[config.mk]
export PLATFORM = sky130hd
export DESIGN_NAME = mmix_mem_bridge
export DESIGN_NICKNAME = d
export VERILOG_FILES = /design/src/rtl/mmix_defs.sv /design/src/rtl/mmix_lane_steer.sv /design/src/rtl/mmix_mem_bridge.sv
export SDC_FILE = /design/constraint.sdc
export NUM_CORES = 1
export LEC_CHECK = 0
export CELL_PAD_IN_SITES_DETAIL_PLACEMENT = 1
export CELL_PAD_IN_SITES_GLOBAL_PLACEMENT = 1
export CORE_MARGIN = 2
export CORE_UTILIZATION = 40
export CTS_BUF_LIST = sky130_fd_sc_hd__clkbuf_4 sky130_fd_sc_hd__clkbuf_8
export CTS_CLUSTER_DIAMETER = 100
export DETAILED_ROUTE_END_ITERATION = 8
export GPL_ROUTABILITY_DRIVEN = 0
export PLACE_DENSITY = 0.94
export SYNTH_ARGS = -nofsm -noshare
export SYNTH_HDL_FRONTEND = slang
export SYNTH_SLANG_ARGS = --single-unit
[constraint.sdc]
create_clock -name clk -period 4.54 [get_ports clk]
set_clock_uncertainty 0.2 [all_clocks]
set_input_delay 0.454 -clock clk [delete_from_list [all_inputs] [get_ports clk]]
set_output_delay 0.454 -clock clk [all_outputs]
set_load 0.1 [all_outputs]
[src/rtl/mmix_defs.sv]
// Shared MMIX memory-interface definitions: access-size codes and the
// bridge state encoding.
package mmix_defs;

    localparam logic [1:0] SZ_BYTE  = 2'd0;
    localparam logic [1:0] SZ_WYDE  = 2'd1;
    localparam logic [1:0] SZ_TETRA = 2'd2;
    localparam logic [1:0] SZ_OCTA  = 2'd3;

    typedef enum logic [2:0] {
        ST_IDLE  = 3'd0,
        ST_RD    = 3'd1,
        ST_RWAIT = 3'd2,
        ST_WR    = 3'd3,
        ST_DONE  = 3'd4
    } bridge_state_t;

endpackage

[src/rtl/mmix_lane_steer.sv]
// Big-endian byte-lane steering between a right-aligned MMIX value and a
// 32-bit Avalon word. Byte offset j within a word lives on lane 3-j.
module mmix_lane_steer
    import mmix_defs::*;
(
    input  logic [1:0]  size,
    input  logic [1:0]  addr_lo,
    input  logic        beat,
    input  logic [63:0] wdata,
    input  logic [31:0] rdata,
    output logic [3:0]  byteenable,
    output logic [31:0] writedata,
    output logic [31:0] rword
);

    // Lane enables, write-word placement and right-aligned read extraction.
    always_comb begin
        byteenable = 4'b0000;
        writedata  = 32'h0;
        rword      = 32'h0;
        case (size)
            SZ_BYTE: begin
                byteenable = 4'b1000 >> addr_lo;
                writedata  = {4{wdata[7:0]}};
                case (addr_lo)
                    2'd0:    rword = {24'h0, rdata[31:24]};
                    2'd1:    rword = {24'h0, rdata[23:16]};
                    2'd2:    rword = {24'h0, rdata[15:8]};
                    default: rword = {24'h0, rdata[7:0]};
                endcase
            end
            SZ_WYDE: begin
                if (addr_lo[1] == 1'b0) begin
                    byteenable = 4'b1100;
                    writedata  = {wdata[15:0], 16'h0};
                    rword      = {16'h0, rdata[31:16]};
                end else begin
                    byteenable = 4'b0011;
                    writedata  = {16'h0, wdata[15:0]};
                    rword      = {16'h0, rdata[15:0]};
                end
            end
            SZ_TETRA: begin
                byteenable = 4'b1111;
                writedata  = wdata[31:0];
                rword      = rdata;
            end
            default: begin
                // Octa: the high word goes out first (lower address).
                byteenable = 4'b1111;
                writedata  = beat ? wdata[31:0] : wdata[63:32];
                rword      = rdata;
            end
        endcase
    end

endmodule

[src/rtl/mmix_mem_bridge.sv]
// Bridges the exec stage's level-held 64-bit memory request onto a 32-bit
// big-endian Avalon-MM master, one transaction outstanding at a time.
//
// state  | meaning
// IDLE   | waiting for mem_read / mem_write (read wins if both)
// RD     | avm_read asserted until accepted
// RWAIT  | waiting for avm_readdatavalid of the current beat
// WR     | avm_write asserted until accepted (octa does two beats here)
// DONE   | mem_done pulse, back to IDLE
module mmix_mem_bridge
    import mmix_defs::*;
#(
    parameter int ADDR_W = 32
) (
    input  logic              clk,
    input  logic              reset_n,
    input  logic [63:0]       mem_address,
    input  logic [1:0]        mem_datasize,
    input  logic              mem_read,
    input  logic              mem_write,
    input  logic [63:0]       mem_writedata,
    output logic [63:0]       mem_readdata,
    output logic              mem_done,
    output logic [ADDR_W-1:0] avm_address,
    output logic              avm_read,
    output logic              avm_write,
    output logic [31:0]       avm_writedata,
    output logic [3:0]        avm_byteenable,
    input  logic              avm_waitrequest,
    input  logic [31:0]       avm_readdata,
    input  logic              avm_readdatavalid
);

    bridge_state_t     state, state_next;
    logic [ADDR_W-1:0] addr_q;
    logic [1:0]        size_q;
    logic [63:0]       wdata_q;
    logic              beat_q;
    logic [31:0]       hi_word_q;

    logic              is_octa;
    logic              last_beat;
    logic              take_req;
    logic              strobe;
    logic [ADDR_W-1:0] beat_addr;
    logic [3:0]        lane_be;
    logic [31:0]       lane_wdata;
    logic [31:0]       lane_rword;

    // MMIX address bits above the Avalon address width are dropped.
    if (ADDR_W < 64) begin : g_addr_hi
        logic unused_addr_hi;
        assign unused_addr_hi = ^mem_address[63:ADDR_W];
    end

    assign is_octa   = (size_q == SZ_OCTA);
    assign last_beat = !is_octa || beat_q;
    assign take_req  = (state == ST_IDLE) && (mem_read || mem_write);
    assign beat_addr = is_octa ? {addr_q[ADDR_W-1:3], beat_q, 2'b00}
                               : {addr_q[ADDR_W-1:2], 2'b00};

    mmix_lane_steer u_steer (
        .size       (size_q),
        .addr_lo    (addr_q[1:0]),
        .beat       (beat_q),
        .wdata      (wdata_q),
        .rdata      (avm_readdata),
        .byteenable (lane_be),
        .writedata  (lane_wdata),
        .rword      (lane_rword)
    );

    // State register.
    always_ff @(posedge clk or negedge reset_n) begin
        if (!reset_n) state <= ST_IDLE;
        else          state <= state_next;
    end

    // Next-state logic.
    always_comb begin
        state_next = state;
        case (state)
            ST_IDLE: begin
                if (mem_read)       state_next = ST_RD;
                else if (mem_write) state_next = ST_WR;
            end
            ST_RD: begin
                if (!avm_waitrequest) state_next = ST_RWAIT;
            end
            ST_RWAIT: begin
                if (avm_readdatavalid) state_next = last_beat ? ST_DONE : ST_RD;
            end
            ST_WR: begin
                if (!avm_waitrequest && last_beat) state_next = ST_DONE;
            end
            default: state_next = ST_IDLE;
        endcase
    end

    // Request latch, beat counter and read-data capture. mem_readdata only
    // changes when a read completes so a half-finished octa is never seen.
    always_ff @(posedge clk or negedge reset_n) begin
        if (!reset_n) begin
            addr_q       <= '0;
            size_q       <= SZ_BYTE;
            wdata_q      <= 64'h0;
            beat_q       <= 1'b0;
            hi_word_q    <= 32'h0;
            mem_readdata <= 64'h0;
        end else begin
            if (take_req) begin
                addr_q  <= mem_address[ADDR_W-1:0];
                size_q  <= mem_datasize;
                wdata_q <= mem_writedata;
                beat_q  <= 1'b0;
            end
            if (state == ST_RWAIT && avm_readdatavalid) begin
                if (!last_beat) begin
                    hi_word_q <= avm_readdata;
                    beat_q    <= 1'b1;
                end else if (is_octa) begin
                    mem_readdata <= {hi_word_q, avm_readdata};
                end else begin
                    mem_readdata <= {32'h0, lane_rword};
                end
            end
            if (state == ST_WR && !avm_waitrequest && !last_beat) begin
                beat_q <= 1'b1;
            end
        end
    end

    // Outputs decode purely from registered state, so they are glitch-free
    // and frozen while waitrequest stalls a strobe.
    always_comb begin
        avm_read       = (state == ST_RD);
        avm_write      = (state == ST_WR);
        mem_done       = (state == ST_DONE);
        strobe         = avm_read || avm_write;
        avm_address    = strobe ? beat_addr : '0;
        avm_byteenable = strobe ? lane_be : 4'b0000;
        avm_writedata  = avm_write ? lane_wdata : 32'h0;
    end

endmodule

# Yosys cells after proc, flatten, opt, wreduce, memory -nomap -nowiden
# Index checks and enable logic that the tools add are counted.
dict set report classes {
  n_reduce_logical 17
  eq_ne 13
  muxes 24
  bitwise 1
  shifts 1
}
# op count
set op_table {}
lappend op_table {{32-bit two-way mux} 4}
lappend op_table {{32-bit case mux with 3 select lines} 1}
lappend op_table {{64-bit two-way mux} 1}
lappend op_table {{32-bit case mux with 2 select lines} 1}
lappend op_table {{8-bit case mux with 3 select lines} 1}
lappend op_table {{3-bit two-way mux} 7}
lappend op_table {{16-bit two-way mux} 1}
lappend op_table {{3-bit case mux with 4 select lines} 1}
lappend op_table {{4-bit two-way mux} 2}
lappend op_table {{4-bit case mux with 2 select lines} 1}
lappend op_table {{2-bit == test, second input constant} 3}
lappend op_table {{3-bit by 2-bit == test with 1-bit output, second input constant} 2}
lappend op_table {{1-bit logical AND} 5}
lappend op_table {{2-bit by 1-bit == test with 1-bit output, second input constant} 2}
lappend op_table {{2-bit logical NOT} 2}
lappend op_table {{1-bit two-way mux} 4}
lappend op_table {{2-bit != test, second input constant} 2}
lappend op_table {{2-bit AND reduction} 2}
lappend op_table {{4-bit AND reduction} 1}
lappend op_table {{4-bit by 2-bit >> shifter with 4-bit output, first input constant} 1}
lappend op_table {{3-bit by 1-bit == test with 1-bit output, second input constant} 1}
lappend op_table {{3-bit == test, second input constant} 1}
lappend op_table {{1-bit logical NOT} 3}
lappend op_table {{3-bit logical NOT} 1}
lappend op_table {{4 further kinds} 6}
dict set report totals {
  inputBits 168
  word_cells 63
  output_inout_bits 135
  ff_bits 198
}

# Depth between registers and ports, before layout
dict set report logic_depth {
  ltp_word 6
  mapped_depth 7
}

# Modules after synthesis
# Synthesis repeated with hierarchy kept, for this count alone.
dict set report hier_totals {
  cells_unflattened 808
  hier_area_um2 9880.7
}
# mod instances area_each_um2 cells_per_inst
set by_module_without_submodules {}
lappend by_module_without_submodules {mmix_mem_bridge 1 8166.6 570}
lappend by_module_without_submodules {mmix_lane_steer 1 1714.1 238}

# Worst setup path before layout
# No wires, ideal clock.
dict set report synth_path {
  path_type {register to output}
  startpoint {reg size_q[0]}
  endpoint {out avm_writedata[24]}
  stages_incl_launch_ff 6
  slack_ps 520
  arrival_time_ps 3366
  cell_sequence {dfrtp_1 > buf_2 > inv_1 > nor2_1 > a221oi_1 > a211oi_1}
}
dict set report synth_via {
  elab_chain_len 3
  elab_cells_between_ends 5
  classes_between {2 x eq/ne; 2 x mux; 1 x reduce/logical}
}
# item line
set synth_lines {}
lappend synth_lines {{start: declaration} mmix_mem_bridge.sv:36} ;# logic [1:0] size_q;
lappend synth_lines {{start signal: assignment} mmix_mem_bridge.sv:113} ;# size_q <= mem_datasize;
lappend synth_lines {{2-bit == test (tied with other cells)} mmix_lane_steer.sv:21} ;# case (size)
lappend synth_lines {{32-bit case mux with 3 select lines *} mmix_lane_steer.sv:21}
lappend synth_lines {{32-bit two-way mux *} mmix_mem_bridge.sv:142} ;# avm_writedata = avm_write ? lane_wdata : 32'h0;
lappend synth_lines {{end: declaration} mmix_mem_bridge.sv:27} ;# output logic [31:0] avm_writedata,
# Every way passes the cells marked *; elsewhere a longest branch is shown, timed or not.

# Final worst setup path
dict set report layout_path {
  startpoint {reg size_q[1]}
  endpoint {out avm_writedata[14]}
}
# Same word-level chain as after synthesis.

==> impl_metrics.json <==
{
  "status": "complete, no violations",
  "fin_tns_setup_ns": 0,
  "rsz0062_at_grt": "false",
  "end_kind": "output pin",
  "num_vias": 7119,
  "syn_inst": 729,
  "yosys.area_share.simple": 0.0800,
  "track_usage": 0.249,
  "postCtsResizedCells": 0,
  "hp-class": "reg -> reg",
  "cts-root-buf": "clkbuf_8",
  "arrival_ns": 3.20,
  "grt_pass1_wl_mm": 45.7,
  "placed_area_mm2": 0.0117,
  "finalHoldViolCount": 0,
  "cts_tree": "built",
  "synth.area.mux_share": 0.193,
  "place_hpwl_mm": 21.1,
  "grt-ovfl-total": 0,
  "drt-total-wl_mm": 29.5,
  "finish.utilization": 0.541,
  "dieArea_mm2": 0.0239,
  "routed_via_density": 5.62,
  "numCtsBuffers": 17,
  "final_cell_mix": "clkdlybuf4s50_1, dfrtp_1, mux2_2",
  "ys_seq_area_frac": 0.546,
  "fmax_mhz": 260,
  "yosysWarningCount": 0,
  "ys_types": 41,
  "synth_edf_count": 0,
  "cts.clk_slew.worst_paths_ns": 0.11,
  "initial_core_util": 0.404,
  "drive_above_1_share": 0.277,
  "synth-seq-cells": 198,
  "die_x_um": 155,
  "die_h_um": 155,
  "firstDrtPassIters": 5,
  "reg2reg_slack_ns": 1.35,
  "slew_headroom": 0.207,
  "postSynthAreaPerCell_um2": 12.4,
  "cp.required_ns": 3.89,
  "rows": 55,
  "async_reset_ff_frac": 1.00,
  "drcViolationCount": 0,
  "syn_area_mm2": 0.00907,
  "numPortBuffers": 268,
  "worst_pin_slew_ns": 1.19,
  "clkLatencyLatePin_ns": 0.46,
  "io_pins": 303,
  "cp-start-kind": "flip-flop",
  "cap_violations": 0,
  "num_antenna_cells": 0,
  "clock_sinks": 198,
  "synth_fa_ha_area_frac": 0,
  "mostFrequentLayoutCell": "clkdlybuf4s50_1",
  "layout_min_cycle_time_ns": 3.85,
  "drv_slew": 0,
  "antenna_left": 0,
  "criticalPathCategory": "reg -> out",
  "synth_xor_area_frac": 0,
  "fin_nets": 1136,
  "ys.flop_type": "dfrtp_1",
  "routedWlPerCell_um": 23.3,
  "first_iter_violations": 396,
  "grt_max_degree": 108,
  "synth_top_family_by_area": "multiplexers",
  "htree_levels": 4,
  "cp_max_fo": 31,
  "synth_compound_area_frac": 0.141,
  "grt_antenna_before_repair": 0,
  "stdcell_area_mm2": 0.0121,
  "grt_pass1_vias": 7867,
  "core-area_mm2": 0.0224,
  "min_period_over_period": 0.849,
  "synthToLayoutAreaGrowth_pct": 33.8,
  "clockBufferDepth": 2,
  "setup_viol": 0,
  "num-fill-cells": 2292
}
registers in the layout, indices dropped and copies added, names as in the netlist:
register,flops
hi_word_q,32
wdata_q,64
beat_q,1
size_q,2
addr_q,32
mem_readdata,64
state,3
cell usage after synthesis, types with 2 or more instances:
| cell | n | area [um^2] |
|---|---|---|
| dfrtp_1 | 198 | 4950 |
| or4_1 | 5 | 37.5 |
| a222oi_1 | 8 | 80.1 |
| a22o_1 | 45 | 394 |
| buf_2 | 26 | 130 |
| and2_1 | 31 | 194 |
| nor4b_1 | 4 | 35.0 |
| o21ai_0 | 28 | 140 |
| a21oi_1 | 14 | 70.1 |
| nand3b_1 | 2 | 15.0 |
| buf_4 | 13 | 97.6 |
| nand2b_1 | 2 | 12.5 |
| nor2_1 | 59 | 221 |
| buf_6 | 4 | 45.0 |
| o21ai_1 | 6 | 30.0 |
| a211oi_1 | 8 | 60.1 |
| nor2b_1 | 2 | 12.5 |
| a2bb2oi_1 | 4 | 35.0 |
| mux2i_1 | 12 | 120 |
| a221oi_2 | 8 | 120 |
| nor2_2 | 2 | 12.5 |
| nand2_1 | 28 | 105 |
| mux2_2 | 142 | 1600 |
| o22ai_1 | 4 | 25.0 |
| inv_1 | 4 | 15.0 |
| a221oi_1 | 8 | 70.1 |
| clkbuf_1 | 17 | 63.8 |
| a22oi_1 | 32 | 240 |
cell families after synthesis:
family | count (synthesis)
other | 1
AOI/OAI and AO/OA | 167
DFF | 198
muxes | 156
and+or+nand+nor | 142
buffers and inverters | 65
worst max-delay path: stages, from the launching register on:
cell and delay, ns:
dfrtp_2 0.75, inv_1 0.50, o21ai_1 0.74, a222oi_1 0.16, nor2_1 0.22, buf_4 0.34
per-stage QoR:
stage,setup WS [ns],hold slack [ns],cells
after CTS,0.682,0.302,1266
after detailed placement,1.23,0.278,1233
after floorplan,0.520,-0.0416,730
after global routing,0.407,0.327,1266
final,0.687,0.301,1266
after global placement,1.27,0.268,1233
final cells by class:
type                    count  area (um^2)  area share
clock buffers              20          275      0.0227
flip-flops and latches    198         4960       0.408
repair buffers            280         2620       0.216
well taps                 285          357      0.0294
multi-input cells         467         3790       0.312
inverters                   4         15.0     0.00124
clock inverters            12          131      0.0108
path summary, 6_finish.rpt:
check                                    from           endpoint  depth (start not counted)
worst max register to register      size_q[1]    mem_readdata[7]                          4
min in group asynchronous             reset_n   mem_readdata[39]                          2
worst max-delay path                size_q[1]  avm_writedata[14]                          5
worst min-delay path            hi_word_q[25]   mem_readdata[57]                          1
worst min register to register  hi_word_q[25]   mem_readdata[57]                          1
max in group asynchronous             reset_n        wdata_q[53]                          3
routing by layer:
metal	track usage	routed length (um)
met1	0.309	12100
met3	0.0644	1970
met5	0	0
met2	0.429	14800
met4	0.0714	666
what timing repair did:
item,4_1_cts,5_1_grt
buffers inserted,0,0
hold buffers,1,0
hold endpoints to repair,105,0
Power is not shown: default switching activity piles up to over one toggle a cycle in this logic, so the estimate is an artifact.
